File: config.mk
export PLATFORM = sky130hd
export DESIGN_NAME = link_recovery_ctrl
export DESIGN_NICKNAME = d
export VERILOG_FILES = /design/src/rtl/link_recovery_ctrl.sv
export SDC_FILE = /design/constraint.sdc
export NUM_CORES = 1
export LEC_CHECK = 0
export CORE_UTILIZATION = 59
export DETAILED_ROUTE_END_ITERATION = 8
export GPL_ROUTABILITY_DRIVEN = 0
export HOLD_SLACK_MARGIN = 0.1
export PLACE_DENSITY = 0.8
export SLEW_MARGIN = 20
export SYNTH_ARGS = -nofsm -noshare
export SYNTH_HDL_FRONTEND = slang
export SYNTH_SLANG_ARGS = --single-unit
File: constraint.sdc
create_clock -name clk -period 4.3 [get_ports clk]
set_input_delay 0.86 -clock clk [delete_from_list [all_inputs] [get_ports clk]]
set_output_delay 0.86 -clock clk [all_outputs]
set_load 0.01 [all_outputs]
File: src/rtl/link_recovery_ctrl.sv
// Ring-heater recovery controller: on link loss it sweeps heater codes, scores each by CRC
// failures over a frame window, applies the best code and verifies the link comes back.
module link_recovery_ctrl #(
    parameter int unsigned CODE_W         = 8,
    parameter int unsigned CODE_MIN       = 0,
    parameter int unsigned CODE_MAX       = 255,
    parameter int unsigned CODE_STEP      = 4,
    parameter int unsigned HOLDOFF_CYCLES = 32,
    parameter int unsigned SETTLE_CYCLES  = 64,
    parameter int unsigned OBS_FRAMES     = 16,
    parameter int unsigned VERIFY_CYCLES  = 4096,
    parameter int unsigned MAX_RETRIES    = 3
) (
    input  logic              clk,
    input  logic              rst_n,
    input  logic              enable,
    input  logic              link_up,
    input  logic              valid,
    input  logic              crc_fail,
    input  logic              fault_clear,
    output logic [CODE_W-1:0] heater_code,
    output logic              mon_clear,
    output logic [2:0]        state,
    output logic              busy,
    output logic              fault,
    output logic [CODE_W-1:0] best_code,
    output logic [15:0]       best_fails,
    output logic [1:0]        retry_cnt
);

    localparam logic [2:0] StIdle    = 3'd0;
    localparam logic [2:0] StHoldoff = 3'd1;
    localparam logic [2:0] StSettle  = 3'd2;
    localparam logic [2:0] StObserve = 3'd3;
    localparam logic [2:0] StApply   = 3'd4;
    localparam logic [2:0] StVerify  = 3'd5;
    localparam logic [2:0] StFault   = 3'd6;

    localparam logic [31:0]       HoldoffLast = 32'(HOLDOFF_CYCLES - 1);
    localparam logic [31:0]       SettleLast  = 32'(SETTLE_CYCLES - 1);
    localparam logic [31:0]       VerifyLast  = 32'(VERIFY_CYCLES - 1);
    localparam logic [15:0]       ObsFrames   = 16'(OBS_FRAMES);
    localparam logic [CODE_W-1:0] CodeMin     = CODE_W'(CODE_MIN);
    localparam logic [CODE_W:0]   CodeMaxW    = (CODE_W + 1)'(CODE_MAX);
    localparam logic [CODE_W:0]   CodeStepW   = (CODE_W + 1)'(CODE_STEP);
    localparam logic [1:0]        MaxRetries  = 2'(MAX_RETRIES);
    localparam logic [15:0]       NoResult    = 16'hFFFF;
    localparam logic [15:0]       FailSat     = 16'hFFFE;

    logic [2:0]        state_q, state_d;
    logic [31:0]       cnt_q, cnt_d;
    logic [15:0]       frames_q, frames_d;
    logic [15:0]       fails_q, fails_d;
    logic [CODE_W-1:0] heater_q, heater_d;
    logic [CODE_W-1:0] best_code_q, best_code_d;
    logic [15:0]       best_fails_q, best_fails_d;
    logic [1:0]        retry_q, retry_d;
    logic              mon_clear_q, mon_clear_d;

    logic [15:0]       frames_inc;
    logic [15:0]       fails_inc;
    logic [CODE_W:0]   next_code_w;
    logic              sweep_end;

    assign frames_inc  = frames_q + 16'd1;
    // Saturate below the sentinel so a real score never reads as "no result".
    assign fails_inc   = (fails_q == FailSat) ? FailSat : fails_q + {15'd0, crc_fail};
    // One extra bit so the limit check cannot be fooled by code wrap-around.
    assign next_code_w = {1'b0, heater_q} + CodeStepW;
    assign sweep_end   = (next_code_w > CodeMaxW);

    always_comb begin
        state_d      = state_q;
        cnt_d        = cnt_q;
        frames_d     = frames_q;
        fails_d      = fails_q;
        heater_d     = heater_q;
        best_code_d  = best_code_q;
        best_fails_d = best_fails_q;
        retry_d      = retry_q;

        if (!enable && state_q != StFault) begin
            state_d = StIdle;
            retry_d = 2'd0;
        end else begin
            case (state_q)
                StIdle: begin
                    if (!link_up) begin
                        state_d = StHoldoff;
                        cnt_d   = 32'd0;
                    end
                end
                StHoldoff: begin
                    if (link_up) begin
                        state_d = StIdle;
                    end else if (cnt_q == HoldoffLast) begin
                        state_d      = StSettle;
                        cnt_d        = 32'd0;
                        heater_d     = CodeMin;
                        best_fails_d = NoResult;
                        retry_d      = (retry_q == 2'd3) ? retry_q : retry_q + 2'd1;
                    end else begin
                        cnt_d = cnt_q + 32'd1;
                    end
                end
                StSettle: begin
                    if (cnt_q == SettleLast) begin
                        state_d  = StObserve;
                        cnt_d    = 32'd0;
                        frames_d = 16'd0;
                        fails_d  = 16'd0;
                    end else begin
                        cnt_d = cnt_q + 32'd1;
                    end
                end
                StObserve: begin
                    if (valid) begin
                        frames_d = frames_inc;
                        fails_d  = fails_inc;
                        if (frames_inc == ObsFrames) begin
                            // Strict compare: on a tie the earlier (lower) code stays best.
                            if (fails_inc < best_fails_q) begin
                                best_code_d  = heater_q;
                                best_fails_d = fails_inc;
                            end
                            if (fails_inc == 16'd0 || sweep_end) begin
                                state_d = StApply;
                            end else begin
                                heater_d = next_code_w[CODE_W-1:0];
                                state_d  = StSettle;
                                cnt_d    = 32'd0;
                            end
                        end
                    end
                end
                StApply: begin
                    heater_d = best_code_q;
                    cnt_d    = 32'd0;
                    state_d  = StVerify;
                end
                StVerify: begin
                    if (link_up) begin
                        state_d = StIdle;
                        retry_d = 2'd0;
                    end else if (cnt_q == VerifyLast) begin
                        cnt_d   = 32'd0;
                        state_d = (retry_q == MaxRetries) ? StFault : StHoldoff;
                    end else begin
                        cnt_d = cnt_q + 32'd1;
                    end
                end
                StFault: begin
                    heater_d = best_code_q;
                    if (fault_clear) begin
                        state_d = StIdle;
                        retry_d = 2'd0;
                    end
                end
                default: begin
                    state_d = StIdle;
                end
            endcase
        end
    end

    // The monitor clear is asserted for exactly the cycle spent in APPLY.
    assign mon_clear_d = (state_d == StApply);

    always_ff @(posedge clk) begin
        if (!rst_n) begin
            state_q      <= StIdle;
            cnt_q        <= 32'd0;
            frames_q     <= 16'd0;
            fails_q      <= 16'd0;
            heater_q     <= CodeMin;
            best_code_q  <= CodeMin;
            best_fails_q <= NoResult;
            retry_q      <= 2'd0;
            mon_clear_q  <= 1'b0;
        end else begin
            state_q      <= state_d;
            cnt_q        <= cnt_d;
            frames_q     <= frames_d;
            fails_q      <= fails_d;
            heater_q     <= heater_d;
            best_code_q  <= best_code_d;
            best_fails_q <= best_fails_d;
            retry_q      <= retry_d;
            mon_clear_q  <= mon_clear_d;
        end
    end

    assign heater_code = heater_q;
    assign mon_clear   = mon_clear_q;
    assign state       = state_q;
    assign busy        = (state_q != StIdle) && (state_q != StFault);
    assign fault       = (state_q == StFault);
    assign best_code   = best_code_q;
    assign best_fails  = best_fails_q;
    assign retry_cnt   = retry_q;

endmodule

* Yosys cells after proc, flatten, opt, wreduce, memory -nomap -nowiden
Cells that the tools add are included. Widths: inputs -> output; s select.
Storage, ports and cells: register bits 102, bits of input ports 7, output and inout bits 40
Operators by class: $add $sub $neg 5, order comparisons 2, equality and inequality tests 26, multiplexer cells 47, bitwise operators 2, reductions and logical operators 20
Operators by type and width (count):
- $mux 32 | 9
- $pmux 32 s6 | 1
- $mux 16 | 9
- $pmux 16 s2 | 3
- $mux 8 | 5
- $mux 3 | 12
- $add 32x1->32 const B | 1
- $eq 32x12->1 const B | 1
- $eq 32x5->1 const B | 1
- $eq 32x6->1 const B | 1
- $ne 2x2->1 const B | 12
- $pmux 8 s3 | 1
- $pmux 3 s7 | 1
- $add 16x1->16 | 1
- $add 16x1->16 const B | 1
- $eq 16x16->1 const B | 1
- $eq 16x5->1 const B | 1
- $logic_not 16->1 | 1
- $lt 16x16->1 | 1
- $reduce_and 7->1 | 2
- $eq 3x3->1 const B | 4
- $mux 2 | 5
- $add 8x3->9 const B | 1
- $gt 9x8->1 const B | 1
- other kinds (19) | 26

* Longest topological paths before layout
depth in word-level cells 10, mapped depth 16, depth with buffers taken out 14

* Worst setup path before layout
No wires, ideal clock.
path kind input -> register, start input port crc_fail, end register best_fails_q[5], in the netlist best_fails[5], setup time 0.117 ns, arrival time 3.875 ns, required time 4.183 ns, path slack 0.308 ns, stages on the path 14, cell sequence ha_1 -> and4_1 -> and3_1 -> o21ai_0 -> ha_1 -> a21o_1 -> a21o_1 -> a221o_1 -> a221oi_1 -> o211ai_1 -> or3_1 -> buf_2 -> buf_6 -> o22a_1
On the way: cells in the longest elaborated chain, start to end 6, elaborated cells on any way between the ends 9, those cells by class add/sub: 1; order compare: 1; eq/ne: 1; mux: 5; reduce/logical: 1
RTL lines:
- start: declaration | line 19 | input logic crc_fail,
- $add 16x1->16 (*) | line 67 | assign fails_inc = (fails_q == FailSat) ? FailSat : fails_q + {15'd0, crc_fail};
- $mux 16 (*) | line 67
- branches (longest 4 deep; another with $lt 16x16->1)
- end signal: assignment | line 177 | best_fails_q <= NoResult;
- end signal: assignment | line 187 | best_fails_q <= best_fails_d;
- end: declaration | line 56 | logic [15:0] best_fails_q, best_fails_d;
Mark *: on every way between the ends. The select of a mux whose other input is x is not followed. A chain may end at the register's enable or synchronous reset.

* Final worst setup path
start input port crc_fail, end register cnt_q[31]
On the way: cells in the longest elaborated chain, start to end 6
RTL lines:
- $add 16x1->16 | line 67
- $mux 16 | line 67
- $logic_not 16->1 | line 126 | if (fails_inc == 16'd0 || sweep_end) begin
- $logic_or 1x1->1 | line 126
- $ne 2x2->1 (no line)
- $reduce_and 8->1 (no line)
- end signal: assignment | line 182 | cnt_q <= cnt_d;
- end: declaration | line 51 | logic [31:0] cnt_q, cnt_d;
No other way between the ends.

==> impl_results.md <==
* Outcome: complete, no violations
* Total of max-cap violations at 0
* Pin count of the biggest net entering global routing at 46
* Pwr Density at between 200 and 250 nW/um2
* Seq/Total Area, Yosys at 33.0%
* Netlist cell types at 72
* Final setup violation count at 0
* Total grt overflow at 0
* HP Class: flop to flop
* Count of state elements after synthesis at 102
* # hold bufs at CTS at 0
* Peak VDD IR at 371 uV
* Most common cell after layout, fill and taps aside: dfxtp_1
* Crit path kind: input port to flop
* M1 WL at roughly 7300 um
* Layout Nets at 862
* H-tree Lvls at 3
* Fin crit share at 98.3%
* R2R Path End: cnt_q[31]$_SDFFE_PN0P_
* TritonCTS buffer count at 9
* CP Capture Type: flop
* Slew at the pin closest to its max-slew limit at 0.911 ns
* Vias per inst at approximately 6.4
* IO buf count at 46
* Achievable frequency at 237 MHz
* Core Rows at 36
* Highest Signal Layer: met4
* Drt drc at 0
* Final slew viol count at 0
* Routed Antenna Nets at 0
* First-pass GRT wire length at 27200 um
* Clk Latency, worst-skew pair at ~0.40 ns
* Max-slew headroom at around 38%
* Fin crit period at between 4 and 5 ns
* Static leakage at 2.80 nW
* Reg2Reg Setup Slack at 0.61 ns
* Floorplan core area at 9950 um2
* Area grow syn2layout at 14.5%
* Via count at 6227
* R2R cell count at 15
* Cell Count, Final, Fillers Out at between 900 and 1000
* Critical path endpoint: cnt_q[31]$_SDFFE_PN0P_
* Syn avg cell area at roughly 7.8 um2
* Detailed Place HPWL at 11700 um
* Clock transition at the registers of the reported paths at 0.10 ns
* CP Launch Point: crc_fail
* Cells after Synth at 791
* Skew final at 0.0220 ns
* Number of I/O pins at 47
* Met2 wire length at 7840 um
* Fillcell total at roughly 820
* Clock sinks at 102
* Total wire length at 16500 um
* Final Hold Violating Endpoints at 0
* CTS tree: yes
* WP data arrival at 4.53 ns
* Initial core utilization at 62.1%
* Post-synth EDFFs at 0
* CP required at between 4 and 5 ns
* Predominant post-synthesis flop cell: dfxtp_1
* Ys async rst share at 0%
* Final setup TNS at 0 ns
* CTS max path bufs at 2
* Crit Reg-Reg Startpoint: fails_q[0]$_SDFFE_PN0P_
* Floorplan die height at about 100 um
* Worst Path Max Fanout at 17
* # placed instances at 953
* CP startpoint kind: input port
* Vias in the first global route at roughly 5700
* Total global-route track usage at 30.5%
* Die W at 104 um
* Commonest non-fill, non-tap cells in the layout: 102 x dfxtp_1, 87 x nor2_1, 73 x nand2_1
* Die area at between 10000 and 15000 um2
* Total iterations of the first detailed-routing run at 5
* Root Buffer: clkbuf_8
* Initial antenna violation count at 0
* Postcts setup bufs at 0
* Share of layout cells above drive strength 1 at 7.66%
* Met3 wire length at 1070 um
* Initial DRC count at 547
* Count of warnings emitted by yosys at 0
* Diodes inserted at 0
* Mapped cell area at a little over 6000 um2
* Syn Nets at 822
* Drt wl/cell at 17.0 um
==> synth_stat cells (5+ instances only) <==
master      n  area [um2]
nand3_1    41         205
and3_1     18         113
buf_2      14        70.1
nand4_1    19         119
nand2_1    73         274
or3_1      11        68.8
o21ai_0    38         190
a211oi_1    7        52.6
mux2i_1    12         120
xnor2_1    13         114
clkbuf_1   28         105
a21o_1     12        90.1
nor3_1     20         100
a21oi_1    49         245
o21a_1      8        60.1
nor2_1     87         327
ha_1       24         300
inv_1      28         105
xor2_1      5        43.8
a22oi_1    17         128
o22a_1     14         123
nor4_1     13        81.3
a31oi_1    30         188
and2_1     13        81.3
o31ai_1     7        52.6
nand4b_1    7        61.3
dfxtp_1   102        2040
and4_1     12         105
==> registers in the layout, summed over array words and instances (netlist names) <==
register / cells
frames_q: 16
retry_cnt: 2
mon_clear: 1
best_code: 8
best_fails: 16
heater_code: 8
cnt_q: 32
state: 3
fails_q: 16
==> power breakdown <==
group	switching, mW	leakage [nW]	internal, mW
clock network	0.354	0.109	0.330
logic	0.0448	1.87	0.0247
registers	0.00359	0.822	0.945
total	0.403	2.80	1.30
==> layout make-up <==
cell class / instances / area (um2) / area share, %
Tap cell: 133 / 166 / 2.35
Clock buffer: 9 / 124 / 1.75
Inverter: 29 / 109 / 1.54
Timing Repair Buffer: 76 / 711 / 10.0
Multi-Input combinational cell: 613 / 3830 / 54.1
Sequential cell: 102 / 2040 / 28.9
Clock inverter: 7 / 98.8 / 1.40
==> worst min path at each step <==
stage | startpoint | to | slack, ns | cells after the start
after floorplan | cnt_q[16]$_SDFFE_PN0P_ | cnt_q[16]$_SDFFE_PN0P_ | 0.45 | 1
after global placement | cnt_q[4]$_SDFFE_PN0P_ | cnt_q[4]$_SDFFE_PN0P_ | 0.46 | 1
after detailed placement | cnt_q[16]$_SDFFE_PN0P_ | cnt_q[16]$_SDFFE_PN0P_ | 0.47 | 1
after CTS | best_code[0]$_SDFFE_PN0P_ | heater_code[0]$_SDFFE_PN0P_ | 0.49 | 2
after global routing | best_code[0]$_SDFFE_PN0P_ | heater_code[0]$_SDFFE_PN0P_ | 0.51 | 2
final | best_code[1]$_SDFFE_PN0P_ | heater_code[1]$_SDFFE_PN0P_ | 0.50 | 2
==> through the flow <==
stage               setup WS, ns  instance area, um2  power, mW  util, %  hold WS, ns
floorplan                  0.308                6180       1.01        -        0.448
global placement          -0.143                6850       1.04     68.8        0.462
detailed placement        -0.235                6850       1.04     68.8        0.474
CTS                        0.194                7070       1.71     71.0        0.494
global route             -0.0728                7080       1.75     71.1        0.509
finish                    0.0726                7080       1.70     71.1        0.495
==> routing by layer <==
layer	up-vias	track usage (%)
met1	2971	39.9
met4	0	10.0
met5	-	0
li1	3015	-
met2	216	49.0
met3	25	7.39
==> cell families (layout without fill, tap and decap cells) <==
| family | after synthesis | in the layout | share of synthesized area (%) |
|---|---|---|---|
| adder cells (fa/ha/maj) | 24 | 24 | 4.86 |
| XOR/XNOR | 18 | 18 | 2.55 |
| multiplexers | 14 | 14 | 2.31 |
| flip-flops | 102 | 102 | 33.0 |
| AO/OA/AOI/OAI | 220 | 220 | 23.8 |
| buffers and inverters | 76 | 121 | 5.16 |
| AND/OR/NAND/NOR | 337 | 337 | 28.3 |
==> critical path: stages <==
cell and delay [ns]:
clkdlybuf4s50_1 0.49, ha_1 0.16, buf_4 0.14, ha_1 0.18, buf_4 0.18, nand3_1 0.14, o31ai_1 0.31, o31ai_2 0.14
buf_4 0.16, buf_4 0.14, a2111oi_0 0.46, buf_4 0.20, nand2_1 0.06, a311o_2 0.50, a21boi_0 0.18, o21ai_0 0.23
==> repair_timing <==
item / CTS / global route
endpoints found under the hold margin: 0 / 0
resized for setup: 0 / 3
endpoints found under the setup margin: 0 / 26
Note: power is estimated with default switching activity, not from simulation.
